[config.mk]
export PLATFORM = sky130hd
export DESIGN_NAME = estagio_ex_mem
export DESIGN_NICKNAME = d
export VERILOG_FILES = /design/src/rtl/exmem_pkg.sv /design/src/rtl/estagio_ex_mem_resolve_desvio.sv /design/src/rtl/estagio_ex_mem.sv
export SDC_FILE = /design/constraint.sdc
export NUM_CORES = 1
export LEC_CHECK = 0
export CAP_MARGIN = 20
export CELL_PAD_IN_SITES_DETAIL_PLACEMENT = 1
export CELL_PAD_IN_SITES_GLOBAL_PLACEMENT = 1
export CORE_ASPECT_RATIO = 1.2
export CORE_UTILIZATION = 39
export CTS_CLUSTER_DIAMETER = 50
export CTS_CLUSTER_SIZE = 28
export DETAILED_ROUTE_END_ITERATION = 8
export PLACE_DENSITY_LB_ADDON = 0.05
export SYNTH_ARGS = -nofsm -noshare
export SYNTH_HDL_FRONTEND = slang
export SYNTH_SLANG_ARGS = --single-unit
[constraint.sdc]
create_clock -name clk -period 7.3 [get_ports clk]
set_input_delay 1.095 -clock clk [delete_from_list [all_inputs] [get_ports clk]]
set_output_delay 1.095 -clock clk [all_outputs]
set_load 0.02 [all_outputs]
[src/rtl/exmem_pkg.sv]
// Shared types for the EX/MEM pipeline register: buffer states, ctrl bit
// positions and the 73-bit entry record.
package exmem_pkg;

    typedef enum logic [1:0] {
        VAZIO = 2'd0,
        UM    = 2'd1,
        CHEIO = 2'd2
    } estado_t;

    localparam int CTRL_REG_WRITE = 3;
    localparam int CTRL_MEM_READ  = 2;
    localparam int CTRL_MEM_WRITE = 1;
    localparam int CTRL_BRANCH    = 0;

    localparam int ENTRY_W = 73;

    typedef struct packed {
        logic [31:0] resultado;
        logic [31:0] dados2;
        logic [4:0]  rd;
        logic [3:0]  ctrl;
    } entrada_t;

endpackage

[src/rtl/estagio_ex_mem_resolve_desvio.sv]
// Branch resolution for accepted EX results: registered one-cycle taken pulse
// plus the target address that goes with it.
module estagio_ex_mem_resolve_desvio
    import exmem_pkg::*;
(
    input  logic        clk,
    input  logic        rst,
    input  logic        aceito,
    input  logic [3:0]  ctrl,
    input  logic        zero,
    input  logic        branch_ne,
    input  logic [31:0] pc_alvo,
    output logic        desvio,
    output logic [31:0] desvio_alvo
);

    logic        desvio_d, desvio_q;
    logic [31:0] alvo_d, alvo_q;

    always_comb begin
        desvio_d = aceito & ctrl[CTRL_BRANCH] & (zero ^ branch_ne);
        alvo_d   = alvo_q;
        if (desvio_d) alvo_d = pc_alvo;
    end

    always_ff @(posedge clk or posedge rst) begin
        if (rst) begin
            desvio_q <= 1'b0;
            alvo_q   <= '0;
        end else begin
            desvio_q <= desvio_d;
            alvo_q   <= alvo_d;
        end
    end

    assign desvio      = desvio_q;
    assign desvio_alvo = alvo_q;

endmodule

[src/rtl/estagio_ex_mem.sv]
// EX/MEM pipeline register as a two-entry skid buffer with stall counter.
// Define EXMEM_DESVIO_EN to add branch resolution (desvio/desvio_alvo ports).
module estagio_ex_mem
    import exmem_pkg::*;
(
    input  logic        clk,
    input  logic        rst,
    input  logic        in_valid,
    output logic        in_ready,
    input  logic [31:0] resultado,
    input  logic        zero,
    input  logic [31:0] dados2,
    input  logic [4:0]  rd,
    input  logic [3:0]  ctrl,
    input  logic        branch_ne,
    input  logic [31:0] pc_alvo,
    input  logic        flush,
    output logic        out_valid,
    input  logic        out_ready,
    output logic [31:0] out_resultado,
    output logic [31:0] out_dados2,
    output logic [4:0]  out_rd,
    output logic [3:0]  out_ctrl,
`ifdef EXMEM_DESVIO_EN
    output logic        desvio,
    output logic [31:0] desvio_alvo,
`endif
    output logic [15:0] ciclos_parado
);

    estado_t     state_d, state_q;
    entrada_t    head_d, head_q;
    entrada_t    skid_d, skid_q;
    entrada_t    entrada;
    logic        in_ready_d, in_ready_q;
    logic        out_valid_d, out_valid_q;
    logic [15:0] parado_d, parado_q;
    logic        accept, pop;

    assign entrada = '{resultado: resultado, dados2: dados2, rd: rd, ctrl: ctrl};
    assign accept  = in_valid & in_ready_q;
    assign pop     = out_valid_q & out_ready;

    always_comb begin
        state_d = state_q;
        head_d  = head_q;
        skid_d  = skid_q;
        unique case (state_q)
            VAZIO: begin
                if (accept) begin
                    head_d  = entrada;
                    state_d = UM;
                end
            end
            UM: begin
                if (accept && pop) begin
                    head_d = entrada;
                end else if (accept) begin
                    skid_d  = entrada;
                    state_d = CHEIO;
                end else if (pop) begin
                    state_d = VAZIO;
                end
            end
            CHEIO: begin
                if (pop) begin
                    head_d  = skid_q;
                    state_d = UM;
                end
            end
            default: state_d = VAZIO;
        endcase
        // Flush drops everything but leaves the output data registers untouched
        if (flush) begin
            state_d = VAZIO;
            head_d  = head_q;
            skid_d  = skid_q;
        end
        in_ready_d  = (state_d != CHEIO);
        out_valid_d = (state_d != VAZIO);
        parado_d    = parado_q;
        if (in_valid && !in_ready_q && parado_q != 16'hFFFF)
            parado_d = parado_q + 16'd1;
    end

    always_ff @(posedge clk or posedge rst) begin
        if (rst) begin
            state_q     <= VAZIO;
            head_q      <= '0;
            skid_q      <= '0;
            in_ready_q  <= 1'b0;
            out_valid_q <= 1'b0;
            parado_q    <= '0;
        end else begin
            state_q     <= state_d;
            head_q      <= head_d;
            skid_q      <= skid_d;
            in_ready_q  <= in_ready_d;
            out_valid_q <= out_valid_d;
            parado_q    <= parado_d;
        end
    end

    assign in_ready      = in_ready_q;
    assign out_valid     = out_valid_q;
    assign out_resultado = head_q.resultado;
    assign out_dados2    = head_q.dados2;
    assign out_rd        = head_q.rd;
    assign out_ctrl      = head_q.ctrl;
    assign ciclos_parado = parado_q;

`ifdef EXMEM_DESVIO_EN
    estagio_ex_mem_resolve_desvio u_desvio (
        .clk         (clk),
        .rst         (rst),
        .aceito      (accept & ~flush),
        .ctrl        (ctrl),
        .zero        (zero),
        .branch_ne   (branch_ne),
        .pc_alvo     (pc_alvo),
        .desvio      (desvio),
        .desvio_alvo (desvio_alvo)
    );
`else
    logic unused_desvio;
    assign unused_desvio = ^{zero, branch_ne, pc_alvo};
`endif

endmodule
==> flow_results.org <==
** Run status
- The flow ran to the end, and the final reports show no timing, DRC or antenna violations.

** GRT
- In the global route stage, met1 resource usage came out at 0.215.
- GR Layer Usage met2 :: 0.299
- All-Layer GR Usage :: 0.178
- Antenna violations before repair :: 0
- Via count of the first global-routing pass :: 5219
- Entering global routing, the biggest net connects 102 pins.
- Busiest layer in global routing :: met2
- For this run, global-route usage on met3 was measured as 0.0632.
- The first global-routing pass estimated 27.6 mm of wire.
- Summed over all layers, the global routing overflow is 0.

** Setup path
- Worst R2R Path Depth :: 7
- On the worst path, the slowest cell contributes a delay of 0.79 ns.
- In this run the worst setup path terminates at skid_q[2].
- The worst register-to-register path begins at state_q[1].
- The most critical setup path has its startpoint at rst.
- CP Class :: input port to async pin
- Grouping stages by cell kind, the critical path spends the most delay in buffers and inverters.
- Worst Setup Start Kind :: input port
- Worst-path maximum fanout :: 101
- Critical path capture point type :: async pin
- The setup check on the worst reg-to-reg path leaves a slack of 4.63 ns.
- For the worst setup path, the data required time is 7.73 ns.
- Crit path max-delay cell type :: sky130_fd_sc_hd__buf_4
- Arrival time reported for the critical path endpoint :: 3.14 ns
- In this run the critical register-to-register path is captured at out_rd[3].
- The critical path runs through a total of 3 cells.
- Traced cell by cell, the critical path runs through clkdlybuf4s50_1 -> inv_6 -> buf_4.
- Combined buffer and inverter count along the critical path :: 3

** STA
- The number of failing hold endpoints at the final stage came to 0.
- Setup TNS :: 0 ns
- Worst Max-Slew Pin Slew :: 0.911 ns
- Relative slew slack :: 0.393
- Post-route clock skew :: 0.0114 ns
- Post-layout minimum cycle time :: 2.70 ns
- Dividing the final minimum period by the clock period gives 0.370.
- Setup repair after global routing missed its margin :: no
- Final setup violation count :: 0
- The max-slew violation count is 0.
- Maximum achievable frequency :: 370 MHz

** Power and ir drop
- Of the total power, the share spent switching nets is 0.298.
- Clock group share of total power :: 0.250
- Of the total power, combinational logic draws 0.326.
- Summed over all cells, the static leakage comes to 4.48 nW.
- Across the VDD grid, the largest voltage drop is 159 uV.
- Net switching power of the design :: 1.00 mW
- Of the total power, registers draw 0.424.
- Power density of the placed cells :: 333 nW/um^2
- Overall power consumption after layout is estimated at 3.37 mW.
- Cell internal power dissipation :: 2.36 mW

** Clock tree
- Clock tree from TritonCTS :: built
- Once the clock tree was built, the setup fixing pass inserted 0 buffers.
- Clock-pin slew was measured on the worst setup and hold paths at 0.07 ns.
- Cts bufs inserted :: 17
- Hold_buf cts :: 0
- Buffer type at the clock tree root :: sky130_fd_sc_hd__clkbuf_16
- Maximum buffer depth of the clock tree :: 2
- The H-tree was split into 4 levels.
- Number of sinks handled by clock tree synthesis :: 166
- For the worst-skew pair, the clock arrives at the later sink with an insertion delay of 0.43 ns.
- Count of cells resized by post-cts repair :: 0

** Finish
- Fraction of final layout cells with drive strength greater than 1 :: 0.407
- Signed area change from the synthesized netlist to the final layout :: 30.5%
- Excluding fillers, the count of instances in the completed layout stands at 932.
- 0 antenna diodes ended up in the layout.
- Layout Nets :: 772

** Routing
- Routed via count :: 4640
- Detailed router's first-iteration violation count :: 127
- Post-DRT Antenna Nets :: 0
- Vias per inst :: 4.98
- The pre-antenna-repair detailed-routing pass consisted of 4 iterations.
- After detailed routing, the average wire length per cell comes to 18.3 um.
- After detailed routing, the number of remaining DRC violations is 0.
- For this block, the routed nets add up to 17.1 mm of wire.

** Run
- Total of max-cap violations :: 0

** Worst hold path
- The startpoint identified for the worst hold timing path is ciclos_parado[8].
- Worst min-delay path category :: flip-flop to flip-flop

** Floorplanning
- Floorplan Core Area :: 19500 um^2
- Vertical extent of the die :: 156 um
- The floorplan step defined a die boundary enclosing 20400 um^2.
- From left edge to right edge, the die measures 131 um.
- Number of top-level pins :: 203
- The floorplan has 56 rows.
- Initial Util :: 0.397

** Yosys
- The number of nets handed over by synthesis was 602.
- Cell area after synthesis :: 7740 um^2
- Cell count after synthesis :: 489
- Yosys instantiated no cell more often than sky130_fd_sc_hd__dfrtp_1.
- Commonest cells in the synthesized netlist :: sky130_fd_sc_hd__dfrtp_1, sky130_fd_sc_hd__mux2_2, sky130_fd_sc_hd__mux2_4, sky130_fd_sc_hd__a21oi_1
- Async set-or-reset flop fraction in the synthesized netlist :: 1.00
- In this run, synthesis inferred 0 flip-flops with an integrated enable.
- The share of synthesized area in the top cell type comes to 0.537.
- Most used DFF post-synth :: sky130_fd_sc_hd__dfrtp_1
- sky130_fd_sc_hd__dfrtp_1 takes more of the synthesized area than any other cell.
- By area the synthesized netlist is led by sky130_fd_sc_hd__dfrtp_1, sky130_fd_sc_hd__mux2_2, sky130_fd_sc_hd__mux2_4, sky130_fd_sc_hd__buf_12, sky130_fd_sc_hd__buf_6.
- The average instance in the mapped netlist occupies 15.8 um^2.
- The number of different library cells used by synthesis comes to 42.
- For this run, the register share of the synthesized area comes to 0.537.
- Synthesis warning total :: 0
- Counting flops and latches in the post-synthesis netlist gives 166.

** Placement
- The count of buffers added on input and output ports is 168.
- In this run, placement finished with an instance count of 900.
- Once detailed placement completed, the half-perimeter wirelength came to 11.0 mm.
- GPL Wtd Cong :: 0.769
[metrics by stage]
stage	setup slack (ns)	hold slack (ns)	util	cell area (um^2)
after detailed placement	4.02	0.492	0.489	9520
final	4.60	0.501	0.519	10100
after CTS	4.37	0.509	0.517	10100
after global placement	4.11	0.478	0.489	9520
after global routing	4.30	0.524	0.519	10100
after floorplan	1.71	0.477	-	7740
[area by class of cell]
class / count / area [um^2]
repair buffers: 175 / 1750
clock inverters: 12 / 96.3
inverters: 5 / 23.8
well taps: 261 / 327
fillers: 1954 / 9380
clock buffers: 19 / 453
multi-input cells: 294 / 3290
flip-flops and latches: 166 / 4150
[worst min path at each step]
stage / end / slack [ns] / depth (start not counted)
6_report: ciclos_parado[8] / 0.50 / 1
4_1_cts: skid_q[67] / 0.51 / 1
3_5_place_dp: out_dados2[26] / 0.49 / 1
3_3_place_gp: ciclos_parado[8] / 0.48 / 1
2_1_floorplan: skid_q[0] / 0.48 / 1
5_1_grt: skid_q[34] / 0.52 / 1
[kinds of logic (layout without fill, tap and decap cells)]
logic type | after synthesis | count (layout) | share of synthesized area
AOI/OAI and AO/OA | 18 | 18 | 0.0175
xor gates and xnor gates | 11 | 11 | 0.0124
adders and majority gates | 1 | 1 | 0.00162
buffers and inverters | 29 | 211 | 0.0396
DFF | 166 | 166 | 0.537
muxes | 222 | 222 | 0.357
and+or+nand+nor | 42 | 42 | 0.0351
[cells in the final DEF (no fill, tap or decap), types with 2 or more instances in the layout]
cell type and instances:
sky130_fd_sc_hd__clkinv_4 3, sky130_fd_sc_hd__clkbuf_16 17, sky130_fd_sc_hd__nor4_1 4, sky130_fd_sc_hd__a211oi_1 2, sky130_fd_sc_hd__and2_1 2, sky130_fd_sc_hd__mux2_2 149
sky130_fd_sc_hd__nor2_1 6, sky130_fd_sc_hd__mux2i_1 2, sky130_fd_sc_hd__a21oi_1 9, sky130_fd_sc_hd__dfrtp_1 166, sky130_fd_sc_hd__xnor2_1 4, sky130_fd_sc_hd__nand3_1 5
sky130_fd_sc_hd__xor2_1 7, sky130_fd_sc_hd__nor3_1 2, sky130_fd_sc_hd__mux2_4 71, sky130_fd_sc_hd__inv_6 5, sky130_fd_sc_hd__and3_1 2, sky130_fd_sc_hd__nand2_1 8
sky130_fd_sc_hd__clkdlybuf4s50_1 168, sky130_fd_sc_hd__clkbuf_8 2, sky130_fd_sc_hd__clkinvlp_4 4, sky130_fd_sc_hd__inv_1 4, sky130_fd_sc_hd__buf_4 6
[per-layer routing]
| layer | share of wire | up-vias | wire length, um |
|---|---|---|---|
| met3 | 0.065 | 15 | 1100 |
| met5 | 0 | - | 0 |
| met2 | 0.51 | 117 | 8760 |
| met1 | 0.41 | 2420 | 7030 |
| met4 | 0.0097 | 0 | 166 |
| li1 | - | 2088 | - |
[power by group through the flow]
stage	clock (mW)	combinational, mW	sequential, mW
floorplan	0	0.509	1.58
global placement	0	1.08	1.41
detailed placement	0	1.11	1.44
CTS	0.871	1.12	1.43
global route	0.906	1.18	1.47
finish	0.841	1.10	1.43
[sequential cells by signal, indices dropped and copies added, names as in the netlist]
signal	cells
skid_q	73
ciclos_parado	16
state_q	2
out_dados2	32
out_valid	1
out_resultado	32
out_ctrl	4
out_rd	5
in_ready	1
Note: power is estimated with default switching activity, not from simulation.
